$ cat config.mk
export PLATFORM = sky130hd
export DESIGN_NAME = fan_motor_drive
export DESIGN_NICKNAME = d
export VERILOG_FILES = /design/src/rtl/fan_motor_drive.sv
export SDC_FILE = /design/constraint.sdc
export NUM_CORES = 1
export LEC_CHECK = 0
export ABC_AREA = 1
export BUFFER_PORTS_ARGS = -buffer_cell sky130_fd_sc_hd__buf_2
export CAP_MARGIN = 0
export CORE_ASPECT_RATIO = 0.9
export CORE_MARGIN = 2
export CORE_UTILIZATION = 45
export DETAILED_ROUTE_END_ITERATION = 6
export PLACE_DENSITY = 0.67
export SETUP_SLACK_MARGIN = 0.4
export SLEW_MARGIN = 0
export SYNTH_ARGS = -nofsm -noshare
export SYNTH_HDL_FRONTEND = slang
export SYNTH_SLANG_ARGS = --single-unit
$ cat constraint.sdc
create_clock -name clk -period 4.8 [get_ports clk]
set_clock_uncertainty 0.15 [all_clocks]
set_input_delay 0.96 -clock clk [delete_from_list [all_inputs] [get_ports clk]]
set_output_delay 0.96 -clock clk [all_outputs]
set_load 0.1 [all_outputs]
$ cat src/rtl/fan_motor_drive.sv
// fan_motor_drive: mode duty mux, slew-limited duty ramp and frame-synchronous DC-motor PWM.
// Kick-start from standstill is built only when FAN_KICKSTART_EN is defined.
module fan_motor_drive #(
    parameter int CLK_HZ     = 100_000_000,
    parameter int PWM_FREQ   = 100,
    parameter int RAMP_HZ    = 1000,
    parameter int STEP       = 1,
    parameter int KICK_DUTY  = 255,
    parameter int KICK_TICKS = 200
) (
    input  logic       clk,
    input  logic       reset_p,
    input  logic [1:0] mode_sel,
    input  logic [7:0] duty_a,
    input  logic [7:0] duty_b,
    input  logic [7:0] duty_c,
    output logic       pwm,
    output logic [7:0] duty_out,
    output logic       busy
);
    localparam int RAMP_DIV = (CLK_HZ / RAMP_HZ > 1) ? CLK_HZ / RAMP_HZ : 1;
    localparam int PRE_DIV  = (CLK_HZ / (PWM_FREQ * 256) > 1) ? CLK_HZ / (PWM_FREQ * 256) : 1;
    localparam int RW       = (RAMP_DIV > 1) ? $clog2(RAMP_DIV) : 1;
    localparam int PW       = (PRE_DIV > 1) ? $clog2(PRE_DIV) : 1;

    typedef enum logic [1:0] {IDLE = 2'd0, KICK = 2'd1, RUN = 2'd2} state_t;

    state_t        state, state_nxt;
    logic [7:0]    duty_nxt, target, ramped;
    logic [8:0]    step9, gap9, ramp9;
    logic [RW-1:0] ramp_cnt;
    logic          tick;
`ifdef FAN_KICKSTART_EN
    localparam int KW = (KICK_TICKS > 1) ? $clog2(KICK_TICKS) : 1;
    logic [KW-1:0] kick_cnt, kick_nxt;
`endif

    always_comb begin
        case (mode_sel)
            2'd1:    target = duty_a;
            2'd2:    target = duty_b;
            2'd3:    target = duty_c;
            default: target = 8'd0;
        endcase
    end

    assign tick = (ramp_cnt == RW'(RAMP_DIV - 1));

    always_ff @(posedge clk or posedge reset_p) begin
        if (reset_p) ramp_cnt <= '0;
        else         ramp_cnt <= tick ? '0 : ramp_cnt + 1'b1;
    end

    // One slew step toward target; bit 8 would only ever flag a wrap, so clamp on it.
    always_comb begin
        step9 = 9'(STEP);
        if (target >= duty_out) begin
            gap9  = {1'b0, target} - {1'b0, duty_out};
            ramp9 = {1'b0, duty_out} + ((gap9 < step9) ? gap9 : step9);
        end else begin
            gap9  = {1'b0, duty_out} - {1'b0, target};
            ramp9 = {1'b0, duty_out} - ((gap9 < step9) ? gap9 : step9);
        end
        ramped = ramp9[8] ? 8'hFF : ramp9[7:0];
    end

    always_comb begin
        state_nxt = state;
        duty_nxt  = duty_out;
`ifdef FAN_KICKSTART_EN
        kick_nxt  = kick_cnt;
`endif
        case (state)
            IDLE: if (tick && target != 8'd0) begin
`ifdef FAN_KICKSTART_EN
                state_nxt = KICK;
                duty_nxt  = 8'(KICK_DUTY);
                kick_nxt  = '0;
`else
                state_nxt = RUN;
                duty_nxt  = ramped;
`endif
            end
`ifdef FAN_KICKSTART_EN
            // Abort does not wait for a tick; the motor must stop driving at once.
            KICK: if (target == 8'd0) begin
                state_nxt = IDLE;
                duty_nxt  = 8'd0;
                kick_nxt  = '0;
            end else if (tick) begin
                if (kick_cnt == KW'(KICK_TICKS - 1)) begin
                    state_nxt = RUN;
                    duty_nxt  = target;
                    kick_nxt  = '0;
                end else begin
                    kick_nxt = kick_cnt + 1'b1;
                end
            end
`endif
            RUN: if (tick) begin
                duty_nxt = ramped;
                if (ramped == 8'd0) state_nxt = IDLE;
            end
            default: begin
                state_nxt = IDLE;
                duty_nxt  = 8'd0;
            end
        endcase
    end

    always_ff @(posedge clk or posedge reset_p) begin
        if (reset_p) begin
            state    <= IDLE;
            duty_out <= 8'd0;
`ifdef FAN_KICKSTART_EN
            kick_cnt <= '0;
`endif
        end else begin
            state    <= state_nxt;
            duty_out <= duty_nxt;
`ifdef FAN_KICKSTART_EN
            kick_cnt <= kick_nxt;
`endif
        end
    end

    // Gated by reset so busy reads 0 for as long as reset is held.
    assign busy = !reset_p && ((duty_out != target) || (state == KICK));

    logic [PW-1:0] pre_cnt;
    logic [7:0]    cnt, duty_lat;
    logic          adv;

    assign adv = (pre_cnt == PW'(PRE_DIV - 1));

    // duty_lat only moves on the 255->0 wrap so a frame is never cut short.
    always_ff @(posedge clk or posedge reset_p) begin
        if (reset_p) begin
            pre_cnt  <= '0;
            cnt      <= 8'd0;
            duty_lat <= 8'd0;
            pwm      <= 1'b0;
        end else begin
            pre_cnt <= adv ? '0 : pre_cnt + 1'b1;
            if (adv) begin
                cnt <= cnt + 8'd1;
                if (cnt == 8'hFF) duty_lat <= duty_out;
            end
            pwm <= (cnt < duty_lat);
        end
    end
endmodule

After elaboration in Yosys (flattened, before gate mapping). Index checks and enable logic that the tools add are counted. Widths: inputs -> output; s select.

Input bits: 28. Bits in writable memories: 0. Bits in read-only memories: 0. Logic and storage cells: 54. Bits in registers: 56. Bits in latches: 0. Memories kept: 0.

Magnitude comparators: 4. Add/subtract/negate cells: 7. Shifts and indexed selects: 0. Reductions and logical operators: 10. Multiply operators: 0. Bitwise logic cells: 0. Mux-type cells: 14. Divide/modulo/power cells: 0. Equality and inequality tests: 12.

Operator list (count): $mux 9 (3); $mux 8 (3); $pmux 8 s3 (1); $lt 9x1->1 const B (2); $sub 8x8->9 (2); $add 17x1->17 const B (1); $eq 17x17->1 const B (1); $mux 17 (1); $pmux 8 s2 (1); $add 12x1->12 const B (1); $eq 12x12->1 const B (1); $mux 12 (1); $add 8x9->9 (1); $sub 8x9->9 (1); $add 8x1->8 const B (1); $eq 8x8->1 const B (1); $ge 8x8->1 (1); $logic_not 8->1 (1); $lt 8x8->1 (1); $ne 8x8->1 (1); $reduce_bool 8->1 (1); $eq 2x2->1 const B (3); $mux 2 (3); $ne 2x2->1 const B (3); other kinds (8) (11).

Depth between registers and ports, before layout.
Word-level depth: 12. Depth in mapped cells: 33. Depth with buffers taken out: 32.

Least setup slack after synthesis. OpenSTA, ideal clock, no wires.

Path kind: input to register. Start: input mode_sel[0]. End: register state[1]. Cell stages on the path: 24. Library setup time: 0.119 ns. Arrival time: 4.152 ns. Path slack: 0.379 ns. Buffers on the path: 0. Cells stage by stage: nand2_2 -> nor2_1 -> nand3b_2 -> ha_1 -> fa_1 -> o21ai_1 -> nand2_1 -> nand2_1 -> nand2_1 -> nand2_1 -> nand3_1 -> nor2_2 -> ha_1 -> inv_1 -> nor2_1 -> fa_1 -> nand3_1 -> nand3_1 -> a21oi_1 -> inv_1 -> nand2_2 -> nand3_1 -> nor2_1 -> nor2_1.

Longest elaborated chain between the ends: 11. Elaborated cells between the ends (all ways): 21.

RTL lines: start: declaration (RTL line 13) `input logic [1:0] mode_sel,`; $eq 2x2->1 / $eq 2x1->1 (equally long branches) (RTL line 39) `case (mode_sel)`; $pmux 8 s3 * (RTL line 39); $sub 8x8->9 (on tied branches) (RTL line 61, 58); $lt 9x1->1 (on tied branches) (RTL line 62, 59); $mux 9 (on tied branches) (RTL line 62, 59); $sub 8x9->9 / $add 8x9->9 (equally long branches) (RTL line 62, 59); $mux 9 (RTL line 57) `if (target >= duty_out) begin`; $mux 8 (RTL line 64) `ramped = ramp9[8] ? 8'hFF : ramp9[7:0];`; $logic_not 8->1 (RTL line 102) `if (ramped == 8'd0) state_nxt = IDLE;`; $ne 2x2->1 (no source line); $reduce_and 3->1 (no source line) *; end signal: assignment (RTL line 119) `state <= state_nxt;`; end: declaration (RTL line 28) `state_t state, state_nxt;`.

Mark *: on every way between the ends. The rest lies on a longest branch, timed or not. A chain may end at the register's enable or synchronous reset.

Final worst setup path.
Start: input mode_sel[1]. End: register state[1].

Same word-level chain as after synthesis.

==> qor.yml <==
timing:
  rsz0062_at_grt: "false"
  period_share_pct: 88.06
  holdWs_ps: 339.1
  period_needed_ps: 4227
  hold_viol_final: 0
  tightest_slew_ps: 525.5
  fmax_mhz: 236.6
  slew_violations: 0
  slew_headroom_pct: 64.64
  setup_viol: 0
worst_hold_path:
  min_path_type: "reg2reg"
  hold_path_depth: 2
  worstHoldStart: "duty_lat[5]$_DFFE_PP0P_"
pwr:
  p_leak_nw: 2.652
  power-per-cell-area_mw_per_mm2: 175.3
  ir_drop_v: 0.0001107
critical_path:
  cpMaxStageDelayCell: "fa_2"
  path_max_fanout: 8
  cp-end-kind: "flip-flop"
  endpoint: "state[1]$_DFFE_PP0P_"
  crit_type: "in2reg"
  start_kind: "primary input"
  r2r_cells: 20
  path_common_cell: "nor2_1"
  cp_slowest_stage_delay_ps: 400
  r2r_slack_ps: 930
  cp.required_ps: 4860
  cp_cell_sequence: "buf_4 > nand2_4 > nor2_1 > nand3b_4 > ha_4 > fa_2 > xor2_2 > nand3_1 > nand3b_1 > nor2_1 > nand2_1 > nor2_2 > ha_2 > inv_2 > nor2_4 > fa_2 > nand3_2 > nand3_4 > a21oi_4 > inv_2 > nand2_4 > nand3_1 > nor2_1 > nor2_1"
  critPathLaunch: "mode_sel[1]"
  r2r_end: "state[1]$_DFFE_PP0P_"
  r2r_start: "duty_out[1]$_DFFE_PP0P_"
  cp.arrival_ps: 4290
synth:
  yosysTopAreaCell: "dfrtp_1"
  synthTopCellsByCount: "156 x nand2_1, 108 x inv_1, 55 x dfrtp_1"
  seq_area_frac_synth_pct: 30.67
  yosysWarnings: 0
  synth_area_leaders: "dfrtp_1 31%, nand2_1 13%, ha_1 11%, inv_1 9.0%, nand3_1 4.8%"
  synth.cell_area_mm2: 0.004488
  yosys.area.top_type_share_pct: 30.67
  synthMostInstantiatedCell: "nand2_1"
  ys_types: 42
  synthCells: 620
  ys_seq_elements: 55
  avgSynthCellArea_um2: 7.239
  synth_edf_count: 0
  synth_nets: 689
  async_reset_ff_share_pct: 100.0
  synth_ff_type: "dfrtp_1"
clocking:
  cts_tree: "done"
  clock_path_buffers: 2
  root_buffer: "clkbuf_8"
  cts_max_level: 2
  cts_sinks: 55
  cts_inserted_buffers: 5
  clkLatencyLatePin_ps: 320
  path_clk_slew_ps: 100
placement:
  hpwlAfterDp_mm: 7.930
  place_inst: 788
  gp_congestion: 0.8923
  place_area_mm2: 0.004872
  port_buffers: 37
finish:
  antennaDiodeCount: 0
  multiInputGateArea_mm2: 0.002899
  ff_latch_area_mm2: 0.001376
  final_net_count: 743
  area_growth_pct: 17.56
  fill_cells: 928
  layout-drive-gt1-share_pct: 22.22
  final_area_mm2: 0.005276
  finalNonFillerCells: 801
routing:
  drc: 0
  routed_wl_mm: 10.41
  top_layer: "met4"
  wl_per_cell_um: 12.99
  wl_met3_um: 373
  met1_length_mm: 5.052
  met2WireLength_mm: 4.900
  viasPerCell: 5.142
  drt_iter0_markers: 240
  vias: 4119
  ant_nets: 0
  drt_pass1_iterations: 5
global_route:
  grt_pass1_vias: 3779
  grt_pass1_wl_mm: 17.06
  grt_overflow_total: 0
  grt.total_usage_pct: 19.43
  antenna_found_initial: 0
  grt_max_degree: 40
die:
  die-area_mm2: 0.01079
  die_w_um: 109.3
  core-area_mm2: 0.009699
  io_pins: 38
  start_util_pct: 46.27
  die_h_um: 98.74
  core.rowCount: 34
flow_run:
  cap_violations: 0
status:
  outcome: "completed"
## final cells by class
cell class                 instances  area share [%]
sequential                        55           26.08
tap                              126           2.988
timing repair buffer              50           5.525
clock buffer                       5           1.304
clock inverter                     3          0.8774
multi-input combinational        447           54.94
inverter                         115           8.276
## metal layers
metal | track usage (%) | up-vias
li1 | - | 2070
met1 | 29.03 | 1944
met3 | 2.315 | 10
met2 | 29.72 | 95
met5 | 0 | -
met4 | 5.258 | 0
## repair_timing
item	4_1_cts	5_1_grt
setup buffers	1	4
pin swaps	3	22
hold buffers	0	0
resized for setup	9	49
setup endpoints to repair	9	9
## cells in the final DEF (no fill, tap or decap), drive strengths merged
master    Yosys  layout
ha           38      38
nand3        49      49
nand3b        8       8
a21boi        1       1
nor4          4       4
bufinv        0       1
nand4        15      15
o21a          2       2
fa            3       3
clkinvlp      0       1
nand2       167     167
mux2          1       1
o21ai        18      18
a21o          2       2
dfrtp        55      55
nor2         63      63
or2           2       2
a2bb2oi       1       1
conb          1       1
xor2         22      22
a21oi        27      27
inv         115     116
o211ai        4       4
buf           2      50
o22ai         1       1
nor3         14      14
xnor2         3       3
a31oi         1       1
clkbuf        1       5
## critical path: cells and delay by family
kind	cells	cell delay [ps]
adders and majority gates	4	1220
AOI/OAI and AO/OA	1	180
and+or+nand+nor	15	1450
xor gates and xnor gates	1	180
buffers and inverters	3	290
## report_power, final
group	switching (mW)	internal, mW
clock network	0.161	0.157
registers	0.0000311	0.463
logic	0.0879	0.0551
## sequential cells by signal, summed over array words and instances, names as in the netlist
signal	count
ramp_cnt	17
pre_cnt	12
cnt	8
duty_lat	8
duty_out	8
pwm	1
state	1
## cells by family (layout without fill, tap and decap cells)
family,after synthesis,in the layout,synth area share (%)
adders and majority gates,41,41,11.93
and+or+nand+nor,322,322,34.32
other,1,1,0.08356
muxes,1,1,0.2509
xor gates and xnor gates,25,25,4.879
AOI/OAI and AO/OA,57,57,7.750
buffers and inverters,118,173,10.12
DFF,55,55,30.67
## worst min-delay path by stage
stage	end	slack [ps]
floorplan	duty_lat[0]$_DFFE_PP0P_	300
global placement	duty_lat[7]$_DFFE_PP0P_	320
detailed placement	duty_lat[5]$_DFFE_PP0P_	320
CTS	duty_lat[5]$_DFFE_PP0P_	340
global route	ramp_cnt[2]$_DFF_PP0_	370
finish	duty_lat[5]$_DFFE_PP0P_	340
## stage by stage
step / setup TNS, ps / setup slack, ps / util, % / total power [mW]
after CTS: 0 / 408.4 / 51.90 / 0.9190
after global routing: 0 / 375.0 / 54.40 / 0.9697
after detailed placement: -328.4 / -71.48 / 50.23 / 0.5960
after global placement: 0 / 29.54 / 50.23 / 0.5944
after floorplan: 0 / 400.4 / - / 0.5595
final: 0 / 573.2 / 54.40 / 0.9247
Note: power is estimated with default switching activity, not from simulation.
